**src/rtl/ram_arb_pkg.sv**
```systemverilog
// Shared definitions for the two-port RAM arbiter: FSM encodings, port IDs
// and bus widths.
package ram_arb_pkg;

   localparam int DATA_W = 32;
   localparam int ADDR_W = 32;

   localparam logic PORT_IF   = 1'b0;
   localparam logic PORT_DATA = 1'b1;

   typedef enum logic [1:0] {
      IDLE   = 2'd0,
      ACCESS = 2'd1,
      RESP   = 2'd2
   } state_t;

   function automatic logic misaligned(input logic [1:0] lsb);
      return lsb != 2'b00;
   endfunction

endpackage

```
**src/rtl/rr_arbiter2.sv**
```systemverilog
// Combinational 2-way round-robin picker: on a tie, the port that did not
// win last time is chosen.
module rr_arbiter2 (
   input  logic [1:0] req,
   input  logic       last_grant,
   output logic       grant_valid,
   output logic       grant_id
);

   assign grant_valid = |req;

   always_comb begin
      grant_id = 1'b0;
      if (req == 2'b11)
         grant_id = ~last_grant;
      else if (req[1])
         grant_id = 1'b1;
   end

endmodule

```
**src/rtl/ram_arbiter.sv**
```systemverilog
// Round-robin controller sharing one 32-bit byte-addressed RAM between the
// fetch port (0, read-only) and the data port (1). Optional misaligned-access
// trapping is enabled by defining RAM_ARB_ALIGN_CHECK_EN.
module ram_arbiter #(
   parameter int DATA_W     = ram_arb_pkg::DATA_W,
   parameter int ADDR_W     = ram_arb_pkg::ADDR_W,
   parameter int RESET_PRIO = 1
) (
   input  logic              clk,
   input  logic              rst,
   input  logic              p0_req,
   input  logic [ADDR_W-1:0] p0_addr,
   output logic              p0_ack,
   output logic [DATA_W-1:0] p0_rdata,
   output logic              p0_err,
   input  logic              p1_req,
   input  logic              p1_we,
   input  logic [ADDR_W-1:0] p1_addr,
   input  logic [DATA_W-1:0] p1_wdata,
   output logic              p1_ack,
   output logic [DATA_W-1:0] p1_rdata,
   output logic              p1_err,
   output logic [ADDR_W-1:0] ram_address,
   output logic              ram_readEnable,
   output logic              ram_writeEnable,
   output logic [DATA_W-1:0] ram_writeData,
   input  logic [DATA_W-1:0] ram_readData
);

   import ram_arb_pkg::*;

   // Pointer holds the last winner; reset value makes RESET_PRIO win first.
   localparam logic PTR_RST = (RESET_PRIO == 1) ? PORT_IF : PORT_DATA;

   state_t            state;
   logic              ptr;
   logic              owner;
   logic              we_q;
   logic              gvalid;
   logic              gid;
   logic [ADDR_W-1:0] gaddr;
   logic              gwe;
   logic              bad;

   rr_arbiter2 u_rr (
      .req         ({p1_req, p0_req}),
      .last_grant  (ptr),
      .grant_valid (gvalid),
      .grant_id    (gid)
   );

   assign gaddr = gid ? p1_addr : p0_addr;
   assign gwe   = gid & p1_we;

`ifdef RAM_ARB_ALIGN_CHECK_EN
   assign bad = misaligned(gaddr[1:0]);
`else
   assign bad = 1'b0;
`endif

   always_ff @(posedge clk or posedge rst) begin
      if (rst) begin
         state           <= IDLE;
         ptr             <= PTR_RST;
         owner           <= PORT_IF;
         we_q            <= 1'b0;
         p0_ack          <= 1'b0;
         p1_ack          <= 1'b0;
         p0_err          <= 1'b0;
         p1_err          <= 1'b0;
         p0_rdata        <= '0;
         p1_rdata        <= '0;
         ram_address     <= '0;
         ram_writeData   <= '0;
         ram_readEnable  <= 1'b0;
         ram_writeEnable <= 1'b0;
      end else begin
         case (state)
            IDLE: begin
               if (gvalid) begin
                  owner         <= gid;
                  we_q          <= gwe;
                  ram_address   <= gaddr;
                  ram_writeData <= gid ? p1_wdata : '0;
                  if (bad) begin
                     // Trapped access: answer at once, never touch the RAM.
                     state  <= RESP;
                     ptr    <= gid;
                     p0_ack <= (gid == PORT_IF);
                     p1_ack <= (gid == PORT_DATA);
                     p0_err <= (gid == PORT_IF);
                     p1_err <= (gid == PORT_DATA);
                  end else begin
                     state           <= ACCESS;
                     ram_readEnable  <= ~gwe;
                     ram_writeEnable <= gwe;
                  end
               end
            end
            ACCESS: begin
               ram_readEnable  <= 1'b0;
               ram_writeEnable <= 1'b0;
               if (!we_q) begin
                  if (owner == PORT_DATA) p1_rdata <= ram_readData;
                  else                    p0_rdata <= ram_readData;
               end
               ptr    <= owner;
               p0_ack <= (owner == PORT_IF);
               p1_ack <= (owner == PORT_DATA);
               state  <= RESP;
            end
            RESP: begin
               p0_ack <= 1'b0;
               p1_ack <= 1'b0;
               p0_err <= 1'b0;
               p1_err <= 1'b0;
               state  <= IDLE;
            end
            default: state <= IDLE;
         endcase
      end
   end

endmodule

```
**config.mk**
```make
export PLATFORM = sky130hd
export DESIGN_NAME = ram_arbiter
export DESIGN_NICKNAME = d
export VERILOG_FILES = /design/src/rtl/ram_arb_pkg.sv /design/src/rtl/rr_arbiter2.sv /design/src/rtl/ram_arbiter.sv
export SDC_FILE = /design/constraint.sdc
export NUM_CORES = 1
export LEC_CHECK = 0
export BUFFER_PORTS_ARGS = -buffer_cell sky130_fd_sc_hd__buf_2
export CAP_MARGIN = 20
export CORE_MARGIN = 4
export CORE_UTILIZATION = 46
export DETAILED_ROUTE_END_ITERATION = 6
export PLACE_DENSITY = 0.9
export SYNTH_ARGS = -nofsm -noshare
export SYNTH_HDL_FRONTEND = slang
export SYNTH_SLANG_ARGS = --single-unit
```
**constraint.sdc**
```tcl
create_clock -name clk -period 5.6 [get_ports clk]
set_input_delay 0.84 -clock clk [delete_from_list [all_inputs] [get_ports clk]]
set_output_delay 0.84 -clock clk [all_outputs]
set_load 0.01 [all_outputs]
```
==> impl_metrics.ini, run 1 <==
[final_layout]
final_cells = 840
area_growth_pct = 38.2
final_net_count = 822
drive_gt1_share_pct = 53.4
stdcell_area_mm2 = 0.00746
multi_input_area_mm2 = 0.00182
fillers = 820
regArea_mm2 = 0.00343
diodes = 0

[worst_setup_path]
crit_type = input port to flop
rr_endpoint = ram_writeData[16]
cpPeakStageDelay_ns = 0.75
cp.required_ns = 5.92
worst_ep_arrival_time_ns = 2.51
crit_path_start_kind = input port
critPathMaxFanout = 35
r2r_start = ptr
crit_chain = buf_2 > a21boi_4 > and2_1 > buf_16 > a22o_1
worst-r2r-cell-count = 4
crit_slowest_cell = a21boi_4
critPathCaptureType = flop
cp_top_family = compound AO/OA/AOI/OAI gates
r2r_setup_slack_ns = 3.58
crit_buf_inv = 2

[timing]
max_freq_mhz = 457
setup_tns_ns = 0
rsz0062_at_grt = false
period_share_pct = 39.1
tightest_slew_ns = 0.944
hold_viol = 0
slew_violations = 0
finalClockSkew_ns = 0.00539
setup_viol_count_final = 0
relSlewSlack_pct = 37.0
period_needed_ns = 2.19

[synthesis]
synth_area_leaders = dfrtp_1 (64%), mux2_2 (14%), a21oi_1 (5.9%)
yosysTopAreaCell = dfrtp_1
yosysSeqAreaShare_pct = 63.5
yosysUniqueCellTypes = 26
syn-instance-count = 424
synth_top_area_share_pct = 63.5
ys_seq_elements = 137
netlist_area_mm2 = 0.00540
syn-mean-instance-area_um2 = 12.7
synth_warnings = 0

[cts]
clock_latency_ns = 0.39
h-tree-depth = 4
cts_resized = 0
cts_buffer_depth = 2
cts_made_buffers = 17
postCtsHoldBufs = 0
cts_setup_buffers = 0
clock_sinks = 137
cts-root-buf = clkbuf_16
path_clk_slew_ns = 0.06
cts_tree = done

[run]
drv_cap = 0

[detailed_routing]
drt-total-wl_um = 14000
ant_nets = 0
wl_per_cell_um = 16.6
viasPerCell = 5.14
vias = 4320
firstDrtPassIters = 4
drt_iter0_drc = 249
drc_errors = 0

[floorplan]
ios = 267
core_area_mm2 = 0.0115
die_area_mm2 = 0.0135
num_rows = 39
start_util_pct = 47.1
die_h_um = 116
die_w_um = 116

[power_and_ir_drop]
comb_power_share_pct = 39.3
peakVddDrop_mv = 0.375
p_leak_nw = 3.78
p_sw_mw = 1.65
p_clk_share_pct = 23.6
power_frac_seq_pct = 37.1
intPower_mw = 3.13
p_per_area_mw_per_mm2 = 640
power_switching_share_pct = 34.5

[placement]
numPortBuffers = 264
placed_area_mm2 = 0.00680
dp.cells = 807
gp_congestion = 0.814
dp_hpwl_um = 10300

[run_status]
status = finished, final reports clean

[global_route]
antenna_found_initial = 0
overflow = 0
grt_pass1_wl_um = 21600
grt_max_degree = 76
grt_pass1_vias = 4453
grt_util_all_layers_pct = 20.3

[min_path]
min_path_type = input port to asynchronous set/reset pin
registers in the layout, summed over array words and instances, names as in the netlist:
name and cells:
ram_address 32, owner 1, we_q 1, state 2, p1_rdata 32, p0_ack 1, p1_ack 1, ram_readEnable 1
ram_writeData 32, ram_writeEnable 1, ptr 1, p0_rdata 32
per-stage QoR:
| step | worst slack [ns] | power, mW | util, % | hold WS (ns) |
|---|---|---|---|---|
| 2_1_floorplan | 1.09 | 2.88 | - | 0.480 |
| 3_3_place_gp | 2.65 | 3.55 | 59.3 | 0.481 |
| 3_5_place_dp | 2.51 | 3.65 | 59.3 | 0.487 |
| 4_1_cts | 2.91 | 4.80 | 64.6 | 0.503 |
| 5_1_grt | 3.33 | 5.10 | 65.1 | 0.512 |
| 6_report | 3.41 | 4.78 | 65.1 | 0.500 |
power by group through the flow:
stage	clock (mW)	sequential [mW]	combinational, mW
6_report	1.13	1.77	1.88
5_1_grt	1.19	1.84	2.07
4_1_cts	1.15	1.77	1.87
3_5_place_dp	0	1.78	1.87
3_3_place_gp	0	1.76	1.79
2_1_floorplan	0	1.97	0.908
cells in the final DEF, fill, tap and decap left out, types with 3 or more instances in the layout:
master and n:
buf_2 264, nor2_1 34, buf_4 4, ha_1 4, mux2_2 68, dfrtp_1 137
bufinv_16 3, inv_6 3, a22o_1 32, clkbuf_16 17, nand2_1 35, inv_1 3
a21oi_1 64, o21ai_0 4
cell families (layout without fill, tap and decap cells):
logic type               count (synthesis)  after routing  synth area share, %
AO/OA/AOI/OAI                          106            106                 12.6
flip-flops                             137            137                 63.5
multiplexers                            68             68                 14.2
adder cells (fa/ha/maj)                  4              4                0.927
buffers and inverters                   33            305                 3.06
other                                    1              2               0.0695
AND/OR/NAND/NOR                         75             75                 5.66
routing by layer:
metal	GRT usage (%)	wire [um]	vias to the layer above
met5	0	0	-
met3	6.22	1360	24
met4	6.65	306	0
met2	33.8	6800	218
met1	25.5	5510	2072
li1	-	-	2006
worst max-delay path by stage:
stage / depth (start not counted) / slack, ns / startpoint / to
3_3_place_gp: 4 / 2.65 / p1_req / ram_writeData[2]
6_report: 5 / 3.41 / p1_req / ram_writeData[16]
4_1_cts: 4 / 2.91 / p1_req / ram_writeData[16]
5_1_grt: 5 / 3.33 / p1_req / ram_writeData[16]
2_1_floorplan: 1 / 1.09 / rst / owner
3_5_place_dp: 4 / 2.51 / p1_req / ram_writeData[16]
synth_stat cells:
cell type,number
a21oi_1,64
o21ai_0,4
inv_1,4
clkbuf_2,1
and2_1,1
o21ai_1,1
a211o_1,1
nor3b_2,1
dfrtp_1,137
buf_4,8
nand3b_1,2
a22o_1,32
nand3_1,1
a21boi_4,1
clkbuf_1,11
buf_1,1
o21a_1,1
nand2_1,35
ha_1,4
nor2_1,34
nor3b_1,1
a21o_1,1
a21bo_2,1
conb_1,1
buf_2,8
mux2_2,68
area by class of cell:
class	count	area share [%]
multi-input cells	255	24.5
flip-flops and latches	137	46.0
well taps	143	2.40
clock buffers	21	6.17
repair buffers	270	18.9
inverters	4	0.268
clock inverters	10	1.90
No activity file was read; power rests on OpenSTA's default activity.
==> run 2, diff against run 1 <==
--- a/config.mk
+++ b/config.mk
@@ -8,9 +8,9 @@
 export BUFFER_PORTS_ARGS = -buffer_cell sky130_fd_sc_hd__buf_2
 export CAP_MARGIN = 20
 export CORE_MARGIN = 4
-export CORE_UTILIZATION = 46
+export CORE_UTILIZATION = 41
 export DETAILED_ROUTE_END_ITERATION = 6
-export PLACE_DENSITY = 0.9
+export PLACE_DENSITY = 0.86
 export SYNTH_ARGS = -nofsm -noshare
 export SYNTH_HDL_FRONTEND = slang
 export SYNTH_SLANG_ARGS = --single-unit
==> constraint.sdc (replaced) <==
create_clock -name clk -period 1.89 [get_ports clk]
set_input_delay 0.2835 -clock clk [delete_from_list [all_inputs] [get_ports clk]]
set_output_delay 0.2835 -clock clk [all_outputs]
set_load 0.01 [all_outputs]
==> impl_metrics.ini, run 2 (synthesis results as in run 1) <==
[final_layout]
post-route-util_pct = 59.5
area_growth_pct = 40.8
fillers = 1054
final_cell_mix = buf_2 (264), dfrtp_1 (137), mux2_2 (68)
regArea_mm2 = 0.00343
final_common_cell = buf_2
drive_gt1_share_pct = 53.8
multi_input_area_mm2 = 0.00182
final_net_count = 831

[timing]
slew_violations = 0
finalClockSkew_ns = 0.00655
period_share_pct = 93.0
relSlewSlack_pct = 55.9
period_needed_ns = 1.76
rsz0062_at_grt = false
setup_viol_count_final = 0
hold_slack_ns = 0.0913
tightest_slew_ns = 0.659
max_freq_mhz = 569
hold_viol = 0

[global_route]
grt_max_degree = 49
grt_pass1_vias = 4438
grt_util_all_layers_pct = 18.8
antenna_found_initial = 2
overflow = 0
grt_pass1_wl_um = 21800

[power_and_ir_drop]
p_leak_nw = 3.83
p_sw_mw = 4.83
p_per_area_mw_per_mm2 = 1850
peakVddDrop_mv = 0.771
power_switching_share_pct = 34.3
intPower_mw = 9.25
comb_power_share_pct = 40.4
power_frac_seq_pct = 37.1
p_clk_share_pct = 22.5

[detailed_routing]
viasPerCell = 4.91
drc_errors = 0
drt-total-wl_um = 14200
wl_per_cell_um = 16.2
vias = 4313
firstDrtPassIters = 4
ant_nets = 0
drt_iter0_drc = 208

[placement]
gp_congestion = 0.765
dp_hpwl_um = 10500
numPortBuffers = 264

[floorplan]
die_h_um = 123
num_rows = 41
die_w_um = 123
ios = 267
start_util_pct = 42.2
core_area_mm2 = 0.0128
die_area_mm2 = 0.0151

[cts]
cts_setup_buffers = 0
cts_tree = done
cts_buffer_depth = 2
clock_latency_ns = 0.41
cts_made_buffers = 17
cts-root-buf = clkbuf_16
h-tree-depth = 4
path_clk_slew_ns = 0.05
clock_sinks = 137

[worst_setup_path]
critPathCaptureType = flop
crit_type = flop to flop
crit_path_start_kind = flop
critPathMaxFanout = 5
cp.required_ns = 2.17
worst_ep_arrival_time_ns = 2.04

[run]
drv_cap = 0

[min_path]
min_path_type = input port to flop

[run_status]
status = finished, final reports clean
[run 2: final timing paths]
path	to	slack [ns]	from	depth (start not counted)
hold reg to reg	p1_rdata[17]	0.50	p1_rdata[17]	1
setup reg to reg	state[1]	0.13	state[0]	4
min in group asynchronous	ram_writeData[31]	0.49	rst	3
max in group asynchronous	p1_ack	0.79	rst	4
hold / removal	ram_writeData[25]	0.09	p1_wdata[25]	2
setup / recovery	state[1]	0.13	state[0]	4
[run 2: per-layer routing]
layer / vias to the layer above / global-route usage, % / share of wire, %
met4: 4 / 8.96 / 3.1
li1: 2014 / - / -
met1: 2057 / 21.7 / 39
met3: 34 / 6.82 / 9.2
met5: - / 0 / 0.098
met2: 204 / 31.2 / 49
[run 2: cell type report]
| cell class | count | area share [%] |
|---|---|---|
| well taps | 172 | 2.83 |
| inverters | 4 | 0.247 |
| clock inverters | 8 | 1.27 |
| diodes | 1 | 0.0329 |
| clock buffers | 22 | 6.24 |
| repair buffers | 279 | 20.2 |
| multi-input cells | 255 | 24.0 |
| flip-flops and latches | 137 | 45.1 |
[run 2: critical path, cell delays in order (launching register included)]
cell	delay (ns)
dfrtp_1	0.39
inv_1	0.11
ha_1	0.29
nor3b_1	0.46
mux2_2	0.39
[run 2: power groups by stage]
stage	Combinational [mW]	Sequential, mW	Clock [mW]
3_3_place_gp	5.58	5.20	0
4_1_cts	5.78	5.24	3.24
2_1_floorplan	2.69	5.85	0
6_report	5.69	5.23	3.17
5_1_grt	6.21	5.41	3.36
3_5_place_dp	5.77	5.26	0
[run 2: metrics by stage]
| stage | setup WS [ns] | power, mW | area [um2] | TNS (ns) | cells |
|---|---|---|---|---|---|
| after detailed placement | 0.168 | 11.0 | 7010 | 0 | 846 |
| after global placement | 0.213 | 10.8 | 7010 | 0 | 846 |
| after floorplan | -0.101 | 8.54 | 5400 | -13.79 | 425 |
| final | 0.132 | 14.1 | 7600 | 0 | 878 |
| after global routing | 0.0379 | 15.0 | 7590 | 0 | 877 |
| after CTS | 0.138 | 14.3 | 7590 | 0 | 877 |
[run 2: what timing repair did]
action                                 CTS  global route
gates resized for setup                  0             0
endpoints found under the hold margin   16             0
hold buffers                             1             0
==> run 3, diff against run 2 <==
--- a/config.mk
+++ b/config.mk
@@ -8,9 +8,10 @@
 export BUFFER_PORTS_ARGS = -buffer_cell sky130_fd_sc_hd__buf_2
 export CAP_MARGIN = 20
 export CORE_MARGIN = 4
-export CORE_UTILIZATION = 41
+export CORE_UTILIZATION = 43
+export CTS_BUF_LIST = sky130_fd_sc_hd__clkbuf_2
 export DETAILED_ROUTE_END_ITERATION = 6
-export PLACE_DENSITY = 0.86
+export PLACE_DENSITY = 0.89
 export SYNTH_ARGS = -nofsm -noshare
 export SYNTH_HDL_FRONTEND = slang
 export SYNTH_SLANG_ARGS = --single-unit
==> impl_metrics.ini, run 3 (synthesis results as in run 1) <==
[run_status]
status = finished, final reports clean

[cts]
clock_sinks = 137
h-tree-depth = 4
cts_tree = done
cts_made_buffers = 17
cts_setup_buffers = 0
cts_buffer_depth = 2
cts-root-buf = clkbuf_2
path_clk_slew_ns = 0.18
clock_latency_ns = 0.69

[worst_setup_path]
r2r_setup_slack_ns = 0.13
r2r_start = state[0]
critPathMaxFanout = 21
cp.required_ns = 2.47
worst-r2r-cell-count = 6
crit_path_start_kind = flop
startpoint = state[0]
worst_ep_arrival_time_ns = 2.34
cp-endpoint = ram_address[3]
crit_type = flop to flop
critPathCaptureType = flop
rr_endpoint = ram_address[3]

[final_layout]
final_net_count = 964
final_common_cell = buf_2
fillers = 795
multi_input_area_mm2 = 0.00182
regArea_mm2 = 0.00343
final_cells = 1010
final_cell_mix = buf_2 (264), dfrtp_1 (137), dlygate4sd3_1 (130)
area_growth_pct = 59.4
drive_gt1_share_pct = 45.8

[timing]
relSlewSlack_pct = 54.1
period_share_pct = 93.1
slew_violations = 0
tightest_slew_ns = 0.686
hold_viol = 0
setup_tns_ns = 0
rsz0062_at_grt = false
finalClockSkew_ns = 0.0163
hold_slack_ns = 0.105
setup_viol_count_final = 0
period_needed_ns = 1.76
max_freq_mhz = 568

[detailed_routing]
drc_errors = 0
viasPerCell = 5.12
firstDrtPassIters = 4
wl_per_cell_um = 18.6
drt_iter0_drc = 374
vias = 5172
drt-total-wl_um = 18800
ant_nets = 0

[floorplan]
ios = 267
core_area_mm2 = 0.0122
die_h_um = 120
num_rows = 40
die_area_mm2 = 0.0144
start_util_pct = 44.4
die_w_um = 120

[power_and_ir_drop]
peakVddDrop_mv = 0.770
p_leak_nw = 4.24
intPower_mw = 8.13
p_clk_share_pct = 13.5
comb_power_share_pct = 46.8
p_sw_mw = 5.11
p_per_area_mw_per_mm2 = 1540
power_frac_seq_pct = 39.7
power_switching_share_pct = 38.6
finalPower_mw = 13.2

[min_path]
min_path_type = input port to flop

[global_route]
antenna_found_initial = 1
overflow = 0
grt_util_all_layers_pct = 26.5
grt_max_degree = 41
grt_pass1_vias = 5608
grt_pass1_wl_um = 29500

[placement]
dp_hpwl_um = 10600
numPortBuffers = 264
dp.cells = 846
gp_congestion = 0.777

[run]
drv_cap = 0
-- run 3: how the worst min path moves through the flow --
stage | from | end | depth (start not counted)
floorplan | p0_addr[0] | ram_address[0] | 2
global placement | rst | ram_writeData[30] | 2
detailed placement | rst | ram_writeData[30] | 2
CTS | p1_req | state[1] | 3
global route | p1_req | state[0] | 3
finish | p1_req | state[1] | 3
-- run 3: per-stage QoR --
| step | area [um2] | setup WS (ns) | util (%) |
|---|---|---|---|
| after detailed placement | 7050 | 0.172 | 58.0 |
| final | 8600 | 0.130 | 70.7 |
| after global placement | 7050 | 0.254 | 58.0 |
| after global routing | 8600 | 0.0178 | 70.7 |
| after floorplan | 5400 | -0.101 | - |
| after CTS | 8600 | 0.145 | 70.7 |
-- run 3: area by class of cell --
| type | count | area share (%) |
|---|---|---|
| Clock buffer | 18 | 1.05 |
| Timing Repair Buffer | 412 | 33.4 |
| Clock inverter | 13 | 1.79 |
| Tap cell | 168 | 2.44 |
| Multi-Input combinational cell | 255 | 21.2 |
| Inverter | 4 | 0.218 |
| Sequential cell | 137 | 39.8 |
| Antenna cell | 3 | 0.0873 |
-- run 3: metal layers --
| layer | GRT usage, % | part of all wire (%) |
|---|---|---|
| met3 | 8.39 | 9.7 |
| met4 | 14.4 | 4.5 |
| met5 | 0 | 0 |
| met2 | 43.5 | 48 |
| met1 | 30.7 | 37 |
-- run 3: what timing repair did --
item / in CTS / in global routing
endpoints found under the hold margin: 259 / 0
setup endpoints to repair: 0 / 0
hold buffers: 130 / 0
gates resized for setup: 0 / 0
-- run 3: power by group through the flow --
stage               Sequential [mW]  Clock [mW]  Combinational [mW]
floorplan                      5.85           0                2.69
global route                   5.42        1.96                6.68
global placement               5.21           0                5.62
CTS                            5.19        1.84                6.04
detailed placement             5.24           0                5.83
finish                         5.26        1.79                6.19
-- run 3: worst max-delay path: stages, from the launching register on --
cell and delay, ns:
dfrtp_1 0.44, inv_1 0.11, ha_1 0.28, o21ai_4 0.24
buf_4 0.23, a21oi_1 0.22, a21oi_1 0.13
